[src/rtl/tick_gen_pkg.sv]
// Shared types and defaults for the multi-channel tick generator.
// Channel state encoding plus the reset period used when no override is given.
package tick_gen_pkg;

    typedef enum logic {
        IDLE = 1'b0,
        RUN  = 1'b1
    } chan_state_t;

    localparam int TICK_DEFAULT_PERIOD = 2**21 - 1;

endpackage

[src/rtl/tick_chan.sv]
// One tick channel: counts 0..P-1 while running and pulses tick combinationally on the last count.
// Tick appears P cycles after the accepting edge; no backpressure, commands are sampled every cycle.
module tick_chan
    import tick_gen_pkg::*;
#(
    parameter int WIDTH          = 21,
    parameter int DEFAULT_PERIOD = TICK_DEFAULT_PERIOD
) (
    input  logic             clk,
    input  logic             reset,
    input  logic             start,
    input  logic             stop,
    input  logic             oneshot,
    input  logic             wr_vld,
    input  logic [WIDTH-1:0] wr_dat,
    output logic             tick,
    output logic             busy
);

    localparam logic [WIDTH-1:0] DEF_P = WIDTH'(DEFAULT_PERIOD);
    localparam logic [WIDTH-1:0] ONE   = WIDTH'(1);

    chan_state_t      state_q, state_d;
    logic [WIDTH-1:0] cnt_q, cnt_d;
    logic [WIDTH-1:0] per_q, per_d;
    logic [WIDTH-1:0] pend_q;
    logic             mode_q, mode_d;
    logic             at_end;

    // per_q is never zero, so per_q-1 cannot underflow.
    assign at_end = (cnt_q == (per_q - ONE));

    always_ff @(posedge clk or negedge reset) begin
        if (!reset) begin
            state_q <= IDLE;
            cnt_q   <= '0;
            per_q   <= DEF_P;
            pend_q  <= DEF_P;
            mode_q  <= 1'b0;
        end else begin
            state_q <= state_d;
            cnt_q   <= cnt_d;
            per_q   <= per_d;
            mode_q  <= mode_d;
            if (wr_vld) begin
                pend_q <= wr_dat;
            end
        end
    end

    always_comb begin
        state_d = state_q;
        cnt_d   = cnt_q;
        per_d   = per_q;
        mode_d  = mode_q;
        tick    = (state_q == RUN) && at_end;

        unique case (state_q)
            IDLE: begin
                if (start && !stop) begin
                    state_d = RUN;
                    cnt_d   = '0;
                    per_d   = pend_q;
                    mode_d  = oneshot;
                end
            end
            RUN: begin
                if (stop) begin
                    state_d = IDLE;
                    cnt_d   = '0;
                end else if (start) begin
                    cnt_d  = '0;
                    per_d  = pend_q;
                    mode_d = oneshot;
                end else if (at_end) begin
                    // Wrap point: a one-shot retires, a periodic run picks up the pending period.
                    cnt_d = '0;
                    if (mode_q) begin
                        state_d = IDLE;
                    end else begin
                        per_d = pend_q;
                    end
                end else begin
                    cnt_d = cnt_q + ONE;
                end
            end
            default: begin
                state_d = IDLE;
                cnt_d   = '0;
            end
        endcase
    end

    assign busy = (state_q == RUN);

endmodule

[src/rtl/tick_gen.sv]
// Multi-channel tick generator: decodes period loads and flags rejected ones one cycle later.
// Ticks are combinational from each channel; no backpressure, every input is sampled each cycle.
module tick_gen
    import tick_gen_pkg::*;
#(
    parameter int WIDTH          = 21,
    parameter int CHANNELS       = 4,
    parameter int DEFAULT_PERIOD = TICK_DEFAULT_PERIOD
) (
    input  logic                        clk,
    input  logic                        reset,
    input  logic [CHANNELS-1:0]         start,
    input  logic [CHANNELS-1:0]         stop,
    input  logic [CHANNELS-1:0]         oneshot,
    input  logic                        load,
    input  logic [$clog2(CHANNELS)-1:0] load_ch,
    input  logic [WIDTH-1:0]            load_val,
    output logic [CHANNELS-1:0]         tick,
    output logic [CHANNELS-1:0]         busy,
    output logic                        load_err
);

    localparam int CH_W = $clog2(CHANNELS);

    logic ch_ok;
    logic val_ok;
    logic load_ok;
    logic [CHANNELS-1:0] wr_vld;

    assign ch_ok   = (32'(load_ch) < 32'(CHANNELS));
    assign val_ok  = |load_val;
    assign load_ok = load && ch_ok && val_ok;

    always_ff @(posedge clk or negedge reset) begin
        if (!reset) begin
            load_err <= 1'b0;
        end else begin
            load_err <= load && !load_ok;
        end
    end

    for (genvar i = 0; i < CHANNELS; i++) begin : g_chan
        assign wr_vld[i] = load_ok && (load_ch == CH_W'(i));

        tick_chan #(
            .WIDTH          (WIDTH),
            .DEFAULT_PERIOD (DEFAULT_PERIOD)
        ) u_chan (
            .clk     (clk),
            .reset   (reset),
            .start   (start[i]),
            .stop    (stop[i]),
            .oneshot (oneshot[i]),
            .wr_vld  (wr_vld[i]),
            .wr_dat  (load_val),
            .tick    (tick[i]),
            .busy    (busy[i])
        );
    end

endmodule

[config.mk]
export PLATFORM = sky130hd
export DESIGN_NAME = tick_gen
export DESIGN_NICKNAME = d
export VERILOG_FILES = /design/src/rtl/tick_gen_pkg.sv /design/src/rtl/tick_chan.sv /design/src/rtl/tick_gen.sv
export SDC_FILE = /design/constraint.sdc
export NUM_CORES = 1
export LEC_CHECK = 0
export CORE_MARGIN = 2
export CORE_UTILIZATION = 35
export DETAILED_ROUTE_END_ITERATION = 8
export PLACE_DENSITY = 0.49
export SKIP_LAST_GASP = 1
export SLEW_MARGIN = 10
export SYNTH_ARGS = -nofsm -noshare
export SYNTH_HDL_FRONTEND = slang
export SYNTH_SLANG_ARGS = --single-unit
[constraint.sdc]
create_clock -name clk -period 6.3 [get_ports clk]
set_clock_uncertainty 0.15 [all_clocks]
set_input_delay 0.945 -clock clk [delete_from_list [all_inputs] [get_ports clk]]
set_output_delay 0.945 -clock clk [all_outputs]
set_load 0.1 [all_outputs]
==> run_results.csv <==
group,metric,value,unit
status,outcome,"complete, no violations",
routing,drcViolationCount,0,
floorplan,fp.dieArea,45100,um^2
setup_path,arrival,4.07,ns
timing,relSlewSlack,26.2,%
floorplan,row_count,76,
floorplan,coreArea,43000,um^2
floorplan,initial_utilization,35.3,%
flow_run,cap_viol_max_count,0,
setup_path,max_stage_delay,0.63,ns
power,power.share.switching,29.7,%
power,combPwrFrac,20.1,%
setup_path,crit_type,"reg2out",
routing,dr.first_iter.drc_count,543,
place,dp_slack,1.72,ns
clock_tree,clock-sinks,261,
timing,final-setup-viol-count,0,
clock_tree,clk_path_buf_depth,3,
cells_and_area,multi_input_area,7850,um^2
cells_and_area,fillers,4276,
setup_path,worst-path-max-fanout,5,
setup_path,rr_startpoint,"g_chan[3].u_chan.per_q[0]$_DFFE_PN1P_",
setup_path,cp-end-kind,"output port",
synthesis,yosysSeqAreaShare,44.4,%
synthesis,synth_area_leaders,"dfstp_2 29%, dfrtp_1 15%, mux2_2 6.5%",
synthesis,ys_seq_elements,261,
synthesis,yosysTopAreaCell,"dfstp_2",
global_route,grt_start_max_net_pins,134,
timing,max_freq,0.194,GHz
global_route,grt_overflow,0,
setup_path,crit_path_end,"tick[1]",
timing,fin_crit,5.16,ns
power,power.switching,1.58,mW
clock_tree,clockRootBuffer,"clkbuf_16",
setup_path,reg2regPathDepth,10,
place,hpwl,25700,um
synthesis,synth_area_per_cell,10.1,um^2
clock_tree,cts_buffers,31,
routing,dr.pass1.iters,5,
synthesis,async_flop_share,100,%
timing,fin_tns_setup,0,ns
synthesis,synthesis.nets,1548,
timing,rsz0062_at_grt,"no",
timing,min_period_over_period,81.9,%
routing,vias,11400,
global_route,grt_pass1_wl,61400,um
timing,fin_ws,1.14,ns
global_route,grt_pass1_vias,11000,
power,p_seq_share,46.3,%
synthesis,synth_cell_types,83,
global_route,track_usage,16.8,%
cells_and_area,area_growth_syn_to_layout,12.7,%
synthesis,synth_flop_cell,"dfstp_2",
floorplan,ios,47,
synthesis,yosys.area.top_type_share,29.1,%
power,clkPwrFrac,33.6,%
setup_path,worstPathCellList,"or4_1 > o41ai_1 > nor2_1 > or4_1 > or4b_1 > nor4b_1 > buf_4",
clock_tree,clkTransAtPathRegs,0.06,ns
routing,routed_wl,37400,um
clock_tree,clock_latency,0.58,ns
routing,routedWlPerCell,17.7,um
power,ir_drop,0.211,mV
routing,ant_nets,0,
setup_path,worstReg2RegEnd,"g_chan[3].u_chan.per_q[20]$_DFFE_PN1P_",
synthesis,synth-edff-count,0,
timing,finalMaxSlewViolations,0,
setup_path,critPathRequiredTime,5.20,ns
synthesis,yosysWarnings,0,
setup_path,startpoint,"g_chan[1].u_chan.per_q[1]$_DFFE_PN1P_",
routing,viasPerCell,5.42,
timing,worst_pin_slew,1.11,ns
synthesis,synth_area,15200,um^2
setup_path,startpoint_type,"flop",
power,p_per_area,311,nW/um^2
floorplan,dieWidth,212,um
clock_tree,hold_buffers,0,
power,leakagePower,6.41,nW
cells_and_area,regArea,6740,um^2
setup_path,slowest_stage,"or4_1",
clock_tree,ctsHtreeMaxLevel,1,
timing,final_hold_viol_count,0,
cells_and_area,drive_gt1_share,23.7,%
power,p_int,3.74,mW
floorplan,fp.dieH,212,um
clock_tree,cts_tree,"yes",
clock_tree,post_cts_resized,0,
cells_and_area,fin_util,39.8,%
synthesis,syn_inst,1502,
place,port_buffers,46,
cells_and_area,fin_nets,1549,
clock_tree,post_cts_buffers,0,
global_route,antenna_found_initial,2,
setup_path,crit_top_cell,"or4_1",
min_path,worstHoldPathType,"in2async",
setup_path,reg2reg_slack,1.80,ns
place,place_congestion,0.867,
==> metal layers <==
metal / track usage [%] / up-vias / routed length [um]
met3: 2.29 / 64 / 1060
met5: 0 / - / 13
met4: 5.16 / 2 / 951
met1: 23.9 / 5673 / 18500
li1: - / 5562 / -
met2: 26.7 / 134 / 16900
==> state kept, by name (all words and copies together), names as in the netlist <==
signal                cells
g_chan.u_chan.busy        4
g_chan.u_chan.cnt_q      84
g_chan.u_chan.mode_q      4
g_chan.u_chan.pend_q     84
load_err                  1
g_chan.u_chan.per_q      84
==> cells by family after synthesis <==
family,synth area share (%)
AOI/OAI and AO/OA,10.1
xor gates and xnor gates,6.06
muxes,14.4
buffers and inverters,4.01
and+or+nand+nor,20.4
adders and majority gates,0.659
DFF,44.4
==> cells in the mapped netlist (5+ instances only) <==
library cell	n
xnor2_1	67
o21ai_0	11
inv_1	52
nand3_1	76
o41ai_1	6
or4b_1	5
buf_4	8
mux2_4	20
mux2_2	87
nor4_1	34
dfrtp_1	93
o22ai_1	18
nand4_1	62
a41oi_1	5
mux2i_1	18
o2111ai_1	6
or4_1	14
buf_1	5
nor3_1	51
or3_1	12
and4_1	6
nor3b_1	7
o211ai_1	14
mux2_1	64
o21ai_1	32
nor2_1	67
a21oi_1	20
clkbuf_1	69
dfstp_2	168
a31oi_1	38
o311ai_1	17
nand3b_1	5
or2_2	6
xor2_1	38
nor2b_1	10
ha_1	8
and2_1	13
and3_1	40
nand2b_1	8
a211oi_1	9
nand2_1	133
==> worst max-delay path: cells and delay by family (launching register included) <==
kind	cells	cell delay, ns
simple gates	5	2.14
compound gates	1	0.60
buf+inv	1	0.37
flops	1	0.38
==> power by group through the flow <==
stage                     sequential, mW  combinational, mW  clock [mW]
after floorplan                     2.33              0.892           0
after global placement              2.48               1.05           0
after detailed placement            2.49               1.07           0
after CTS                           2.47               1.08        1.84
after global routing                2.52               1.19        1.91
final                               2.47               1.07        1.79
==> cell usage in the layout (no fill, tap or decap), types with 50 or more instances in the layout <==
cell type	synthesis	routed
dfstp_2	168	168
mux2_2	87	87
inv_1	52	52
dfrtp_1	93	93
nand2_1	133	133
nor2_1	67	66
nand3_1	76	76
nand4_1	62	62
mux2_1	64	64
xnor2_1	67	67
nor3_1	51	50
==> layout make-up <==
cell class	count	share of cell area, %
diodes	1	0.0146
clock buffers	46	5.53
clock inverters	7	0.373
inverters	52	1.14
multi-input cells	1097	45.9
flip-flops and latches	261	39.4
well taps	585	4.28
repair buffers	60	3.35
==> how the worst min path moves through the flow <==
stage | endpoint | slack, ns | depth (start not counted)
floorplan | g_chan[1].u_chan.mode_q$_DFFE_PN0P_ | 0.35 | 1
global placement | g_chan[1].u_chan.mode_q$_DFFE_PN0P_ | 0.38 | 1
detailed placement | g_chan[2].u_chan.cnt_q[20]$_DFFE_PN0P_ | 0.38 | 2
CTS | g_chan[2].u_chan.cnt_q[17]$_DFFE_PN0P_ | 0.16 | 1
global route | g_chan[2].u_chan.mode_q$_DFFE_PN0P_ | 0.18 | 1
finish | g_chan[2].u_chan.cnt_q[17]$_DFFE_PN0P_ | 0.14 | 1
==> stage by stage <==
stage          total power [mW]  instance area (um^2)  hold WS, ns  cells
3_5_place_dp               3.56                 16100        0.384   2055
4_1_cts                    5.39                 17100        0.162   2108
5_1_grt                    5.62                 17100        0.180   2108
2_1_floorplan              3.23                 15200        0.346   1502
3_3_place_gp               3.54                 16100        0.379   2055
6_report                   5.32                 17100        0.142   2109
No activity file was read; power rests on OpenSTA's default activity.
